### src/rtl/ukprom_reader.sv
// Nibble-PROM byte reader: fetches two 4-bit PROM words per byte (high nibble first)
// and hands bytes to a valid/ready consumer, one burst per start request.
module ukprom_reader (
  input  logic       clk,
  input  logic       reset,
  input  logic       start,
  input  logic [9:0] start_adr,
  input  logic [8:0] byte_count,
  output logic [9:0] prom_adr,
  input  logic [3:0] prom_data,
  output logic [7:0] byte_data,
  output logic       byte_valid,
  input  logic       byte_ready,
  output logic       busy,
  output logic       done
);

  localparam int unsigned AW = 10;
  localparam int unsigned CW = 9;
  localparam int unsigned NW = 4;
  localparam int unsigned BW = 8;

  typedef enum logic [2:0] {
    S_IDLE,
    S_ADR_HI,
    S_ADR_LO,
    S_CAPTURE,
    S_OUT
  } state_t;

  state_t        state_q, state_d;
  logic [AW-1:0] ptr_q, ptr_d;
  logic [CW-1:0] remaining_q, remaining_d;
  logic [NW-1:0] hi_q, hi_d;
  logic [AW-1:0] prom_adr_q, prom_adr_d;
  logic [BW-1:0] byte_data_q, byte_data_d;
  logic          byte_valid_q, byte_valid_d;
  logic          busy_q, busy_d;
  logic          done_q, done_d;

  // Next-state and registered-output logic; the PROM answers one cycle after its address.
  always_comb begin
    state_d      = state_q;
    ptr_d        = ptr_q;
    remaining_d  = remaining_q;
    hi_d         = hi_q;
    prom_adr_d   = prom_adr_q;
    byte_data_d  = byte_data_q;
    byte_valid_d = byte_valid_q;
    done_d       = 1'b0;

    unique case (state_q)
      S_IDLE: begin
        if (start) begin
          if (byte_count != CW'(0)) begin
            ptr_d       = start_adr;
            remaining_d = byte_count;
            prom_adr_d  = start_adr;
            state_d     = S_ADR_HI;
          end else begin
            done_d = 1'b1;
          end
        end
      end
      S_ADR_HI: begin
        prom_adr_d = AW'(ptr_q + AW'(1));
        state_d    = S_ADR_LO;
      end
      S_ADR_LO: begin
        hi_d    = prom_data;
        state_d = S_CAPTURE;
      end
      S_CAPTURE: begin
        byte_data_d  = {hi_q, prom_data};
        byte_valid_d = 1'b1;
        ptr_d        = AW'(ptr_q + AW'(2));
        state_d      = S_OUT;
      end
      S_OUT: begin
        if (byte_valid_q && byte_ready) begin
          byte_valid_d = 1'b0;
          remaining_d  = CW'(remaining_q - CW'(1));
          if (remaining_q == CW'(1)) begin
            done_d  = 1'b1;
            state_d = S_IDLE;
          end else begin
            prom_adr_d = ptr_q;
            state_d    = S_ADR_HI;
          end
        end
      end
      default: state_d = S_IDLE;
    endcase

    busy_d = (state_d != S_IDLE);
  end

  always_ff @(posedge clk) begin
    if (reset) begin
      state_q      <= S_IDLE;
      ptr_q        <= '0;
      remaining_q  <= '0;
      hi_q         <= '0;
      prom_adr_q   <= '0;
      byte_data_q  <= '0;
      byte_valid_q <= 1'b0;
      busy_q       <= 1'b0;
      done_q       <= 1'b0;
    end else begin
      state_q      <= state_d;
      ptr_q        <= ptr_d;
      remaining_q  <= remaining_d;
      hi_q         <= hi_d;
      prom_adr_q   <= prom_adr_d;
      byte_data_q  <= byte_data_d;
      byte_valid_q <= byte_valid_d;
      busy_q       <= busy_d;
      done_q       <= done_d;
    end
  end

  assign prom_adr   = prom_adr_q;
  assign byte_data  = byte_data_q;
  assign byte_valid = byte_valid_q;
  assign busy       = busy_q;
  assign done       = done_q;

endmodule

### config.mk
export PLATFORM = sky130hd
export DESIGN_NAME = ukprom_reader
export DESIGN_NICKNAME = d
export VERILOG_FILES = /design/src/rtl/ukprom_reader.sv
export SDC_FILE = /design/constraint.sdc
export NUM_CORES = 1
export LEC_CHECK = 0
export ABC_AREA = 1
export CAP_MARGIN = 20
export CORE_MARGIN = 2
export CORE_UTILIZATION = 28
export CTS_CLUSTER_DIAMETER = 120
export DETAILED_ROUTE_END_ITERATION = 16
export HOLD_SLACK_MARGIN = 0.03
export SKIP_CTS_REPAIR_TIMING = 1
export SLEW_MARGIN = 0
export SYNTH_ARGS = -nofsm -noshare
export SYNTH_HDL_FRONTEND = slang
export SYNTH_SLANG_ARGS = --single-unit
### constraint.sdc
create_clock -name clk -period 3.82 [get_ports clk]
set_input_delay 0.573 -clock clk [delete_from_list [all_inputs] [get_ports clk]]
set_output_delay 0.573 -clock clk [all_outputs]
set_load 0.02 [all_outputs]
== Yosys cells after proc, flatten, opt, wreduce, memory -nomap -nowiden ==
Index checks and enable logic that the tools add are counted.
Operators by class
  add/sub/neg operators: 3
  mux-type cells: 22
  equal/unequal tests: 9
  reductions and logical operators: 12
Operators with widths (number)
  two-way mux 10 bit: 4
  case mux 10 bit (3 select lines): 1
  two-way mux 9 bit: 3
  case mux 10 bit (2 select lines): 1
  case mux 9 bit (2 select lines): 1
  case mux 3 bit (5 select lines): 1
  adder 10 x 1 -> 10 bit (second input constant): 1
  adder 10 x 2 -> 10 bit (second input constant): 1
  == test 9 x 1 -> 1 bit (second input constant): 1
  two-way mux 3 bit: 3
  nonzero test 9 bit: 1
  subtractor 9 x 1 -> 9 bit (second input constant): 1
  inequality test 2 bit (second input constant): 4
  == test 3 x 2 -> 1 bit (second input constant): 2
  two-way mux 1 bit: 6
  nonzero test 2 bit: 3
  nonzero test 3 bit: 2
  AND reduction 5 bit: 1
  case mux 1 bit (2 select lines): 2
  AND reduction 4 bit: 1
  == test 3 x 1 -> 1 bit (second input constant): 1
  == test 3 bit (second input constant): 1
  zero test 3 bit: 1
  AND reduction 3 bit: 1
  2 further kinds: 2
Word-level totals
  input bits: 27
  register bits after elaboration: 47

== Longest topological paths before layout ==
  depth after elaboration: 5
  mapped depth: 12

== Worst setup path before layout ==
Ideal clock, no wire load.
  kind: input -> register
  start point: input byte_count[2]
  end point: register remaining_q[4]
  library setup time: 70 ps
  arrival: 1426 ps
  path buffers: 1
  required time: 3750 ps
  setup slack: 2324 ps
  stages: 8
  path through: nor2_1 > nand2_1 > nor2_1 > nand3_1 > nand3_2 > buf_6 > nand2_1 > a21oi_1
Between the ends
  longest elaborated chain between the ends: 3
Ends and longest elaborated chain
  from (decl): line 8  | input logic [8:0] byte_count,
  nonzero test 9 bit: line 55  | if (byte_count != CW'(0)) begin
  inequality test 2 bit (no source line)
  AND reduction 4 bit (no source line)
  to (signal assigned): line 112  | remaining_q <= remaining_d;
  to (decl): line 33  | logic [CW-1:0] remaining_q, remaining_d;
Every way passes these cells.
A chain may end at the register's enable or synchronous reset.

==> qor.txt <==
post-synth top area share = 0.340
H-tree Lvls = 2
row cnt = 36
WL per Instance = 12.0 um
GRT Residual Overflow = 0
Critical Path End = byte_data[2]
Place WS = 1.19 ns
Hold/Removal Path Class = reg2reg
endpoint type of the worst setup path = flip-flop
TritonCTS clock tree = done
Max-Cap Viols = 0
Final WS setup = 1.54 ns
vias in the first global route = 2663
Worst Path Required = 4.08 ns
Die ar. = 10700 sq um
status = finished, final reports clean
Final min period = 2.28 ns
Worst-Margin Slew = 0.812 ns
Top Ports = 48
Layout Nets = 527
worst reg2reg path startpoint = state_q[0]
area leader, netlist = dfxtp_1
crit path DAT = 2.54 ns
power density over the cells = 418 nW/um^2
die width = 103 um
pin count of the biggest net entering global routing = 28
fin. max-slew vios = 0
Post-synth EDFFs = 0
Tcrit/Tclk final = 0.598
Synth Net Count = 486
vias = 2930
sequential share of the synthesized area = 0.340
Final Power = 1430 uW
# setup viols final = 0
placed instance count = 622
setup TNS = 0 ns
worst vdd ir = 0.156 mV
clock root cell = clkbuf_8
startpoint types = input port
DR iter-0 viols = 101
flop-to-flop setup slack = 1.89 ns
RSZ-0062 raised after global routing = false
fin cells = 630
worst-skew pair later-pin latency = 0.32 ns
Cell variety after synth = 30
worst setup path startpoint = reset
Synth area leaders = dfxtp_1, nand2_1, nor2_1
CP Class = in2reg
slew margin rel. = 0.457
final WL = 7590 um
async set-or-reset flop fraction in the synthesized netlist = 0
core area = 9680 sq um
Top FF cell, synth = dfxtp_1
GRT Overall Usage = 0.148
CTS Buf Count = 5
Die Span Y = 103 um
initial core utilization = 0.286
CTS sink cnt = 47
Vias/cell = 4.65
Clock transition at path regs = 0.11 ns
first-pass GRT wire length = 12600 um
# port buffers = 47
hold path start = remaining_q[1]
cell area after synthesis = 2770 sq um
Fin. Hold Viols = 0
routability congestion estimate = 0.902
LEAKAGE = 0.00154 uW
post-synthesis average cell area = 6.09 sq um
synthesis warning total = 0
CTS Buffer Depth = 2
remaining antenna violation count = 0
Yosys reg bits = 47
crit-path max FO = 27
DR pass1 iterations = 4
# DRC = 0
Antenna diodes = 0
DPL Wire Length = 5620 um
maximum clock rate = 0.438 GHz
layout cells sized above 1 = 0.0604
R2R depth = 8
antenna violations before repair = 0
Crit Reg-Reg Endpoint = prom_adr[2]
Clock Skews = 0.0140 ns
Syn-to-layout area delta = 23.9%
Syn Inst Count = 455
Commonest cells post-synth = nand2_1, nor2_1, dfxtp_1
most common cell in the netlist = nand2_1
-- state kept, by name, indices dropped and copies added, names as in the netlist --
name	count
prom_adr	10
ptr_q	10
remaining_q	9
byte_data	8
hi_q	4
state_q	3
busy	1
byte_valid	1
done	1
-- power breakdown --
part | switching, uW | leakage, uW | internal [uW]
combinational | 300 | 0.00110 | 181
sequential | 53.0 | 0.000386 | 554
clock | 207 | 0.0000511 | 139
total | 560 | 0.00154 | 874
-- cell families (layout without fill, tap and decap cells) --
group | count (synthesis) | count (layout) | synth area share
AO/OA/AOI/OAI | 63 | 63 | 0.119
XOR/XNOR | 1 | 1 | 0.00316
adder cells (fa/ha/maj) | 4 | 4 | 0.0181
buffers and inverters | 65 | 107 | 0.0980
flip-flops | 47 | 47 | 0.340
AND/OR/NAND/NOR | 275 | 275 | 0.422
-- cells in the final DEF (no fill, tap or decap), types with 2 or more instances in the layout --
master / n
nand4_1: 5
inv_1: 45
nor2_1: 82
nand3_1: 40
clkdlybuf4s50_1: 47
nand3_2: 2
nand2_2: 6
a21oi_1: 25
nor2_4: 2
ha_1: 4
inv_2: 6
nand2_1: 131
dfxtp_1: 47
inv_6: 2
o21ai_0: 32
or2_2: 2
clkbuf_8: 5
-- per-stage QoR --
step           cell area [sq um]  hold WS [ns]   util
6_report                    3430         0.484  0.354
5_1_grt                     3430         0.505  0.354
3_5_place_dp                3330         0.467  0.344
4_1_cts                     3430         0.483  0.354
3_3_place_gp                3330         0.453  0.344
2_1_floorplan               2770         0.443      -
-- metal layers --
layer  global-route usage  routed length, um  up-vias
met2                0.245               3490       82
met1                0.197               3540     1325
li1                     -                  -     1515
met4               0.0486                105        0
met3               0.0255                454        8
met5                    0                  0        -
-- cell type report --
cell class | instances | area [sq um]
clock inverters | 3 | 28.8
inverters | 51 | 191
fillers | 1078 | 6250
multi-input cells | 343 | 1560
clock buffers | 5 | 68.8
repair buffers | 48 | 478
well taps | 133 | 166
flip-flops and latches | 47 | 941
-- how the worst min path moves through the flow --
| stage | endpoint | slack [ns] | depth (start not counted) |
|---|---|---|---|
| 6_report | remaining_q[1] | 0.48 | 2 |
| 4_1_cts | remaining_q[1] | 0.48 | 2 |
| 2_1_floorplan | remaining_q[1] | 0.44 | 2 |
| 3_5_place_dp | remaining_q[1] | 0.47 | 2 |
| 5_1_grt | remaining_q[1] | 0.50 | 2 |
| 3_3_place_gp | remaining_q[1] | 0.45 | 2 |
-- critical path: stages --
cell and delay, ns:
clkdlybuf4s50_1 0.82, inv_1 0.78, o21ai_0 0.22, nor2_1 0.13
No activity file was read; power rests on OpenSTA's default activity.
